--- config.mk ---
export PLATFORM = sky130hd
export DESIGN_NAME = al_sch_queue
export DESIGN_NICKNAME = d
export VERILOG_FILES = /design/src/rtl/al_sch_queue_pkg.sv /design/src/rtl/al_sch_queue_ptr.sv /design/src/rtl/al_sch_queue.sv
export SDC_FILE = /design/constraint.sdc
export NUM_CORES = 1
export LEC_CHECK = 0
export CAP_MARGIN = 20
export CORE_ASPECT_RATIO = 0.8
export CORE_MARGIN = 2
export CORE_UTILIZATION = 50
export DETAILED_ROUTE_END_ITERATION = 16
export GPL_TIMING_DRIVEN = 0
export PLACE_DENSITY = 0.86
export SYNTH_ARGS = -nofsm -noshare
export SYNTH_HDL_FRONTEND = slang
export SYNTH_SLANG_ARGS = --single-unit
--- constraint.sdc ---
create_clock -name clk -period 10.3 [get_ports clk]
set_clock_uncertainty 0.15 [all_clocks]
set_input_delay 3.09 -clock clk [delete_from_list [all_inputs] [get_ports clk]]
set_output_delay 3.09 -clock clk [all_outputs]
set_load 0.02 [all_outputs]
--- src/rtl/al_sch_queue_pkg.sv ---
// Shared allocation/scheduler definitions: slot width, lane count,
// loop sideband layout and the bundle carried from allocation to the scheduler.
package al_sch_queue_pkg;

   localparam int INST_W = 56;
   localparam int LANES  = 4;
   localparam int LBD_W  = 2;
   localparam int SB_W   = LBD_W + 2;

   typedef struct packed {
      logic [LBD_W-1:0] lbd_state;
      logic             fnsh_unrll;
      logic             loop_strt;
   } sideband_t;

   typedef struct packed {
      logic [LANES-1:0][INST_W-1:0] slot;
      sideband_t                    sb;
   } bundle_t;

endpackage

--- src/rtl/al_sch_queue_ptr.sv ---
// Wrapping pointer: clears on clr, advances by one on inc, wraps at 2**W.
module al_sch_queue_ptr #(
   parameter int W = 2
) (
   input  logic         clk,
   input  logic         rst,
   input  logic         clr,
   input  logic         inc,
   output logic [W-1:0] ptr
);

   // NOTE: sequential state uses non-blocking assignments so every register
   // samples its inputs from before the edge, independent of process order.
   always_ff @(posedge clk or posedge rst) begin
      if (rst)
         ptr <= '0;
      else if (clr)
         ptr <= '0;
      else if (inc)
         ptr <= ptr + 1'b1;
   end

endmodule

--- src/rtl/al_sch_queue.sv ---
// Allocation-to-scheduler bundle queue: a DEPTH-entry circular buffer of
// 4-wide renamed bundles with their loop sideband, 1-cycle minimum latency.
module al_sch_queue #(
   parameter int DEPTH  = 4,
   parameter int INST_W = 56
) (
   input  logic                        clk,
   input  logic                        rst,
   input  logic [INST_W-1:0]           inst_in0,
   input  logic [INST_W-1:0]           inst_in1,
   input  logic [INST_W-1:0]           inst_in2,
   input  logic [INST_W-1:0]           inst_in3,
   input  logic                        all_nop_in,
   input  logic [1:0]                  lbd_state_in,
   input  logic                        fnsh_unrll_in,
   input  logic                        loop_strt_in,
   input  logic                        flush,
   input  logic                        sch_full,
   output logic [INST_W-1:0]           inst_out0,
   output logic [INST_W-1:0]           inst_out1,
   output logic [INST_W-1:0]           inst_out2,
   output logic [INST_W-1:0]           inst_out3,
   output logic                        out_valid,
   output logic [1:0]                  lbd_state_out,
   output logic                        fnsh_unrll_out,
   output logic                        loop_strt_out,
   output logic                        full_to_al,
   output logic [$clog2(DEPTH):0]      count
);

   import al_sch_queue_pkg::*;

   localparam int PTR_W = $clog2(DEPTH);
   localparam int CNT_W = PTR_W + 1;

   logic [LANES-1:0][INST_W-1:0] slot_mem [DEPTH];
   sideband_t                    sb_mem   [DEPTH];

   logic [PTR_W-1:0] head;
   logic [PTR_W-1:0] tail;
   logic             push;
   logic             pop;

   // Status comes from the count register only, so allocation and the
   // scheduler never see a combinational path from their own requests.
   assign full_to_al = (count == CNT_W'(DEPTH));
   assign out_valid  = (count != '0);

   assign push = !all_nop_in && !full_to_al && !flush;
   assign pop  = out_valid && !sch_full && !flush;

   al_sch_queue_ptr #(.W(PTR_W)) u_head_ptr (
      .clk (clk),
      .rst (rst),
      .clr (flush),
      .inc (pop),
      .ptr (head)
   );

   al_sch_queue_ptr #(.W(PTR_W)) u_tail_ptr (
      .clk (clk),
      .rst (rst),
      .clr (flush),
      .inc (push),
      .ptr (tail)
   );

   always_ff @(posedge clk or posedge rst) begin
      if (rst)
         count <= '0;
      else if (flush)
         count <= '0;
      else if (push && !pop)
         count <= count + 1'b1;
      else if (pop && !push)
         count <= count - 1'b1;
   end

   // NOTE: the storage array has no reset; stale entries are unreachable
   // because head/tail/count reset, and outputs are gated by out_valid.
   always_ff @(posedge clk) begin
      if (push) begin
         slot_mem[tail] <= {inst_in3, inst_in2, inst_in1, inst_in0};
         sb_mem[tail]   <= '{lbd_state: lbd_state_in,
                             fnsh_unrll: fnsh_unrll_in,
                             loop_strt: loop_strt_in};
      end
   end

   // NOTE: every output gets a default first so no path infers a latch.
   always_comb begin
      inst_out0      = '0;
      inst_out1      = '0;
      inst_out2      = '0;
      inst_out3      = '0;
      lbd_state_out  = '0;
      fnsh_unrll_out = 1'b0;
      loop_strt_out  = 1'b0;
      if (out_valid) begin
         inst_out0      = slot_mem[head][0];
         inst_out1      = slot_mem[head][1];
         inst_out2      = slot_mem[head][2];
         inst_out3      = slot_mem[head][3];
         lbd_state_out  = sb_mem[head].lbd_state;
         fnsh_unrll_out = sb_mem[head].fnsh_unrll;
         loop_strt_out  = sb_mem[head].loop_strt;
      end
   end

endmodule

; ---- Yosys cells after proc, flatten, opt, wreduce, memory -nomap -nowiden
; Memories as Yosys holds them, arrays and structs flattened.
; Cells that the tools add are included.
[word_totals]
register_bits = 7
mem_bits_rw = 912
in_bits = 233
output_inout_bits = 233
wordCells = 42
memories = 2
[classes]
add_sub_neg = 4
eq_ne = 1
muxes = 16
reduce_logical = 16
[mem_list]
columns = memory, depth, word_bits, read_ports, rd_ports_with_merged_regs, write_ports, line_no
row1 = slot_mem, 4, 224, 1, 0, 1, al_sch_queue.sv:36  ; logic [LANES-1:0][INST_W-1:0] slot_mem [DEPTH];
row2 = sb_mem, 4, 4, 1, 0, 1, al_sch_queue.sv:37  ; sideband_t sb_mem [DEPTH];
[op_table]
columns = cell, n
row1 = $mux W56, 4
row2 = $mux W2, 5
row3 = $mux W3, 3
row4 = $logic_and A1 B1 Y1, 6
row5 = $logic_not A1 Y1, 6
row6 = $reduce_bool A3 Y1, 2
row7 = $add A2 B1 Y2 const B, 2
row8 = $mux W1, 4
row9 = $reduce_bool A2 Y1, 2
row10 = $add A3 B1 Y3 const B, 1
row11 = $eq A3 B3 Y1 const B, 1
row12 = $sub A3 B1 Y3 const B, 1

; ---- Depth between registers and ports, before layout
; Gate-level depths: netlist of run 1.
[depth]
ltp_word = 9
ltp_mapped = 8
depth_no_buf = 7

; ---- Hierarchy
; A second synthesis of run 1 with hierarchy kept.
[unflattened]
cells_unflattened = 1499
area_unflattened_um2 = 34819.6
[modules_own_cells]
columns = module, instances, cells_each, area_each_um2, seq_area_each_um2
row1 = al_sch_queue, 1, 1483, 34634.5, 27461.3
row2 = al_sch_queue_ptr, 2, 8, 92.6, 50.0

; ---- Worst setup path after synthesis of run 1
; OpenSTA, ideal clock, no wires.
[synth_timing]
path_kind = input -> register
start = input all_nop_in
end = memory sb_mem[1][0] in the netlist's numbering, enable pin
setup_ns = 0.617
arrival_ns = 8.756
required_time_ns = 9.533
path_slack_ns = 0.776
path_stages = 3
path_buffers = 1
cell_sequence = clkbuf_1 > nor3_1 > and2_1
[synth_via]
elab_chain_len = 5
[synth_rtl]
columns = item, line_no
row1 = "start, declared", al_sch_queue.sv:13  ; input logic all_nop_in,
row2 = $logic_not A1 Y1, al_sch_queue.sv:49  ; assign push = !all_nop_in && !full_to_al && !flush;
row3 = $logic_and A1 B1 Y1 (2 in series), al_sch_queue.sv:49
row4 = $mux W1, al_sch_queue.sv:82  ; if (push) begin
row5 = $mux W1 (not written as such), al_sch_queue.sv:84  ; sb_mem[tail] <= '{lbd_state: lbd_state_in,
row6 = "end, declared", al_sch_queue.sv:37
; No other way between the ends.

; ---- Worst setup path after layout of run 1
[layout_timing]
start = register count[0]
end = output inst_out1[22]
[layout_via]
elab_chain_len = 2
[layout_rtl]
columns = item, line_no
row1 = "start, declared", al_sch_queue.sv:28  ; output logic [$clog2(DEPTH):0] count
row2 = "start signal, assigned", al_sch_queue.sv:74  ; count <= count + 1'b1;
row3 = "start signal, assigned", al_sch_queue.sv:76  ; count <= count - 1'b1;
row4 = $reduce_bool A3 Y1, al_sch_queue.sv:47  ; assign out_valid = (count != '0);
row5 = $mux W56, al_sch_queue.sv:99  ; if (out_valid) begin
row6 = "end, declared", al_sch_queue.sv:20  ; output logic [INST_W-1:0] inst_out1,
; No other way between the ends.

==> flow_summary_export.csv, run 1 <==
group,metric,value,unit
floorplanning,rows,86,
floorplanning,initial_utilization,0.508,
placement,port_buffers,464,
synthesis,yosys_register_bits,919,
layout,multi_input_area,6890,um^2
synthesis,synth_warnings,0,
sta,setup_viol,0,
layout,syn2layout_area_growth,26.1,%
clock_tree,cts_tree,"built",
worst_setup_path,r2r-start,"count[2]$_DFFE_PP0P_",
layout,nFillCells,4379,
floorplanning,die_area,72400,um^2
sta,min_period_over_period,0.701,
synthesis,yosysTopAreaCellShare,0.780,
sta,max_clock_freq,0.138,GHz
sta,relSlewSlack,0.274,
pwr,p_leak,0.0140,uW
synthesis,syn_inst,1505,
grt,grt_overflow,0,
clock_tree,clock-sinks,919,
synthesis,synth-edff-count,912,
synthesis,synth_area_leader_cell,"edfxtp_1",
sta,rsz0062_at_grt,"false",
worst_setup_path,startpoint,"count[0]$_DFFE_PP0P_",
placement,dp_hpwl,49.1,mm
sta,final_max_slew_viol_count,0,
floorplanning,die_x,300,um
min_path,hold_class,"flip-flop to flip-flop",
synthesis,yosysUniqueCellTypes,33,
routing,vias_per_cell,5.57,
clock_tree,cts_inserted_buffers,87,
pwr,peakVddDrop,0.228,mV
synthesis,yosysMostFrequentCell,"edfxtp_1",
floorplanning,die_h,241,um
layout,fin_cells,3075,
placement,dp_slack,3.64,ns
worst_setup_path,worstSetupPathType,"flip-flop to output pin",
synthesis,syn_avg_cell_area,23.3,um^2
layout,fin_area,44300,um^2
synthesis,synthesis.area,35100,um^2
routing,vias,17115,
synthesis,synth_top_flop_cell,"edfxtp_1",
routing,ant_nets,0,
grt,grt_pass1_wl,114,mm
pwr,p_per_area,251,nW/um^2
routing,drc,0,
worst_setup_path,reg2reg_depth,6,
worst_setup_path,cp.required,7.06,ns
worst_setup_path,crit_fanout,10,
synthesis,syn-num-nets,1743,
worst_setup_path,worst_setup_path_end_kind,"output pin",
grt,antenna_found_initial,16,
layout,nets,2312,
clock_tree,post_cts_buffers,0,
layout,layout-drive-gt1-share,0.199,
sta,tightest_slew,1.09,ns
floorplanning,io-pin-count,466,
clock_tree,path_clk_slew,0.06,ns
worst_setup_path,crit_arrival,3.98,ns
layout,final_core_util,0.640,
worst_setup_path,reg2reg_to,"slot_mem[3][216]$_DFFE_PP_",
grt,track_usage,0.214,
clock_tree,clk_latency,0.63,ns
sta,min_period,7.22,ns
synthesis,synth-seq-area-share,0.785,
routing,routed_wl,78.2,mm
routing,dr.pass1.iters,5,
clock_tree,root_buffer,"clkbuf_16",
worst_setup_path,cp-endpoint,"inst_out1[22]",
routing,drtIter0Drc,1243,
worst_setup_path,crit_path_start_kind,"flip-flop",
grt,grt_max_degree,60,
worst_setup_path,r2r_slack,7.08,ns
clock_tree,cts_buffer_depth,3,
placement,gp_congestion,0.790,
routing,post_drt_wl_per_cell,25.4,um
synthesis,netlist_top_cells_count,"edfxtp_1, and2_1, mux4_2, clkbuf_1, buf_2",
synthesis,synth_area_leaders,"edfxtp_1, mux4_2, and2_1, buf_12, dfrtp_1",
placement,placed_cell_area,41400,um^2
synthesis,async_flop_share,0.00762,
sta,final.setup.worst_slack,3.08,ns
outcome,outcome,"finished, final reports clean",
clock_tree,cts_hold_buf,0,
floorplanning,coreArea,69200,um^2
clock_tree,cts_resized,0,
layout,seq_area,27600,um^2
clock_tree,htreeDepth,3,
sta,finalHoldViolations,0,
job,drv_cap,0,
placement,placed_cells,2909,
grt,grt_pass1_vias,18262,
how the worst min path moves through the flow:
stage / startpoint / end / slack (ns) / depth (start not counted)
5_1_grt: count[2]$_DFFE_PP0P_ / count[2]$_DFFE_PP0P_ / 0.52 / 1
3_5_place_dp: count[2]$_DFFE_PP0P_ / count[2]$_DFFE_PP0P_ / 0.47 / 1
2_1_floorplan: u_tail_ptr.ptr[0]$_DFFE_PP0P_ / u_tail_ptr.ptr[0]$_DFFE_PP0P_ / 0.42 / 2
4_1_cts: count[2]$_DFFE_PP0P_ / count[2]$_DFFE_PP0P_ / 0.48 / 1
3_3_place_gp: count[2]$_DFFE_PP0P_ / count[2]$_DFFE_PP0P_ / 0.43 / 1
6_report: count[2]$_DFFE_PP0P_ / count[2]$_DFFE_PP0P_ / 0.49 / 1
sequential cells by signal, summed over array words and instances (netlist names):
| signal | flops |
|---|---|
| slot_mem | 896 |
| sb_mem | 16 |
| count | 3 |
| u_head_ptr.ptr | 2 |
| u_tail_ptr.ptr | 2 |
layout by cell type, fill, tap and decap left out, types with 5 or more instances in the layout:
master,Yosys,final
dfrtp_1,7,7
buf_12,12,12
buf_2,25,25
clkinvlp_4,0,7
clkdlybuf4s50_1,0,464
clkbuf_16,0,92
and2_1,232,228
nor2_1,5,5
edfxtp_1,912,912
buf_16,0,16
buf_8,9,9
clkinv_1,0,18
diode_2,0,9
mux4_2,228,228
inv_1,7,7
bufinv_16,0,10
clkinv_2,0,11
clkbuf_1,32,45
metal layers:
metal  part of all wire  vias up  track usage  wire length [um]
met3              0.086      156       0.0659              6710
met5             0.0016        -            0               124
li1                   -     7357            -                 -
met4              0.031       18       0.0750              2410
met1               0.37     8856        0.261             28700
met2               0.52      728        0.365             40300
per-stage QoR:
stage               setup TNS (ns)  total power [uW]  hold slack, ns
floorplan                        0              6390           0.416
global placement          -3302.18              7970           0.427
CTS                              0             11200           0.482
finish                           0             11100           0.491
global route                     0             11500           0.517
detailed placement               0              7980           0.473
layout make-up:
| class | count | share of cell area |
|---|---|---|
| plain buffers | 80 | 0.0145 |
| well taps | 924 | 0.0261 |
| repair buffers | 480 | 0.115 |
| clock inverters | 52 | 0.0121 |
| multi-input cells | 499 | 0.156 |
| diodes | 9 | 0.000509 |
| inverters | 7 | 0.000593 |
| clock buffers | 105 | 0.0531 |
| flip-flops and latches | 919 | 0.623 |
critical path, cell delays in order, from the launching register on:
cell	delay, ns
dfrtp_1	0.49
nor3_1	0.15
inv_1	0.24
clkbuf_1	0.80
clkbuf_1	0.53
and2_1	0.45
clkdlybuf4s50_1	0.68
cells by family after synthesis:
kind of cell	count (synthesis)	synth area share
flip-flops	919	0.785
adder cells (fa/ha/maj)	5	0.00200
multiplexers	231	0.147
AO/OA/AOI/OAI	14	0.00296
buffers and inverters	87	0.0191
AND/OR/NAND/NOR	249	0.0439
report_power, final:
part           internal, uW  switching (uW)  total, uW
Combinational          1700            1850       3550
Clock                  1880            1340       3220
Sequential             4300            49.8       4350
Total                  7880            3240      11100
(Power assumes the default switching activity.)
==> run 2: changes to the inputs <==
--- a/config.mk
+++ b/config.mk
@@ -11,7 +11,7 @@
 export CORE_UTILIZATION = 50
 export DETAILED_ROUTE_END_ITERATION = 16
 export GPL_TIMING_DRIVEN = 0
-export PLACE_DENSITY = 0.86
+export PLACE_DENSITY = 0.88
 export SYNTH_ARGS = -nofsm -noshare
 export SYNTH_HDL_FRONTEND = slang
 export SYNTH_SLANG_ARGS = --single-unit
==> constraint.sdc (replaced) <==
create_clock -name clk -period 5.95 [get_ports clk]
set_clock_uncertainty 0.15 [all_clocks]
set_input_delay 1.785 -clock clk [delete_from_list [all_inputs] [get_ports clk]]
set_output_delay 1.785 -clock clk [all_outputs]
set_load 0.02 [all_outputs]
==> flow_summary_export.csv, run 2 (synthesis gave the netlist of run 1 again) <==
group,metric,value,unit
placement,port_buffers,464,
worst_setup_path,worst_setup_path_end_kind,"output pin",
routing,ant_nets,0,
grt,antenna_found_initial,13,
layout,nets,2313,
placement,gp_congestion,0.819,
layout,syn2layout_area_growth,26.3,%
routing,highest_layer,"met5",
routing,wl_met3,6.93,mm
floorplanning,die_area,72400,um^2
floorplanning,initial_utilization,0.508,
layout,fin_cells,3079,
layout,final_common_cell,"edfxtp_1",
sta,final_max_slew_viol_count,0,
sta,whs,0.464,ns
routing,wl_met1,29.0,mm
sta,relSlewSlack,0.328,
clock_tree,post_cts_buffers,0,
worst_setup_path,worstSetupPathType,"flip-flop to output pin",
grt,grt_pass1_wl,115,mm
routing,post_drt_wl_per_cell,25.6,um
routing,vias,17223,
clock_tree,clk_latency,0.63,ns
worst_setup_path,crit_path_start_kind,"flip-flop",
floorplanning,die_x,300,um
worst_setup_path,cp.required,4.01,ns
placement,dp_hpwl,51.4,mm
clock_tree,htreeDepth,3,
floorplanning,io-pin-count,466,
sta,max_clock_freq,0.180,GHz
layout,reg_top3,"slot_mem x896, sb_mem x16, count x3",
worst_setup_path,crit_arrival,3.63,ns
clock_tree,cts_inserted_buffers,88,
grt,grt_max_degree,58,
layout,nFillCells,4344,
sta,setup_viol,0,
job,drv_cap,0,
sta,rsz0062_at_grt,"false",
routing,drc,0,
floorplanning,rows,86,
routing,route.met2.wl,40.4,mm
sta,finalHoldViolations,0,
routing,drtIter0Drc,1518,
grt,track_usage,0.215,
floorplanning,coreArea,69200,um^2
pwr,peakVddDrop,0.355,mV
layout,layout-drive-gt1-share,0.201,
floorplanning,die_h,241,um
pwr,p_leak,0.0140,uW
sta,min_period_over_period,0.935,
sta,setup_tns,0,ns
worst_setup_path,crit_fanout,10,
sta,min_period,5.56,ns
placement,placed_cells,2909,
clock_tree,clock-sinks,919,
grt,grt_pass1_vias,18347,
clock_tree,cts_tree,"built",
grt,grt_overflow,0,
sta,tightest_slew,1.01,ns
clock_tree,root_buffer,"clkbuf_16",
min_path,hold_class,"flip-flop to flip-flop",
clock_tree,path_clk_slew,0.06,ns
layout,top_register,"slot_mem",
routing,vias_per_cell,5.59,
clock_tree,cts_resized,1,
clock_tree,cts_hold_buf,0,
routing,routed_wl,78.7,mm
placement,dp_slack,0.710,ns
pwr,p_per_area,437,nW/um^2
sta,final.setup.worst_slack,0.386,ns
layout,largest_reg_flops,896,
layout,layout_common_cells,"edfxtp_1, clkdlybuf4s50_1, mux4_2, and2_1, clkbuf_16",
routing,dr.pass1.iters,5,
outcome,outcome,"finished, final reports clean",
clock_tree,cts_buffer_depth,3,
-- run 2: changes by cell type in the layout (fill, tap and decap cells not counted), moves of 3 or more --
cell,change
clkbuf_16,-3
clkinv_16,+3
clkinv_2,+4
clkinvlp_4,-3
-- run 2: cell type report --
cell class | count | area, um^2 | share of cell area
sequential | 919 | 27600 | 0.621
multi-input combinational | 499 | 6890 | 0.155
timing repair buffer | 480 | 5080 | 0.114
clock buffer | 103 | 2280 | 0.0514
tap | 924 | 1160 | 0.0261
clock inverter | 58 | 688 | 0.0155
buffer | 80 | 644 | 0.0145
inverter | 7 | 26.3 | 0.000592
antenna | 9 | 22.5 | 0.000508
-- run 2: critical path: stages (launching register included) --
cell and delay [ns]:
dfrtp_1 0.31, buf_2 0.14, clkbuf_1 0.75, buf_2 0.49
mux4_2 0.38, and2_1 0.17, clkdlybuf4s50_1 0.73
-- run 2: power by group --
group	total, uW	internal [uW]	switching [uW]
registers	7530	7440	83.7
clock network	5650	3260	2390
logic	6200	2940	3260
total	19400	13600	5730
-- run 2: per-stage QoR --
stage	area (um^2)	util	total power, uW
after floorplan	35100	-	11000
after global placement	40900	0.591	13800
after detailed placement	41400	0.598	13900
after CTS	44300	0.641	19600
after global routing	44300	0.641	20100
final	44300	0.641	19400
-- run 2: final timing paths --
check | from | end | slack [ns] | cells past startpoint
setup / recovery | u_head_ptr.ptr[1]$_DFFE_PP0P_ | inst_out1[24] | 0.39 | 6
hold / removal | u_tail_ptr.ptr[0]$_DFFE_PP0P_ | u_tail_ptr.ptr[0]$_DFFE_PP0P_ | 0.46 | 2
setup reg to reg | count[0]$_DFFE_PP0P_ | count[2]$_DFFE_PP0P_ | 2.74 | 8
hold reg to reg | u_tail_ptr.ptr[0]$_DFFE_PP0P_ | u_tail_ptr.ptr[0]$_DFFE_PP0P_ | 0.46 | 2
max in group asynchronous | rst | u_head_ptr.ptr[1]$_DFFE_PP0P_ | 4.15 | 2
min in group asynchronous | rst | u_tail_ptr.ptr[1]$_DFFE_PP0P_ | 1.26 | 2
-- run 2: routing by layer --
| layer | GRT usage | up-vias |
|---|---|---|
| li1 | - | 7362 |
| met1 | 0.270 | 8973 |
| met2 | 0.362 | 727 |
| met3 | 0.0645 | 147 |
| met4 | 0.0708 | 14 |
| met5 | 0 | - |
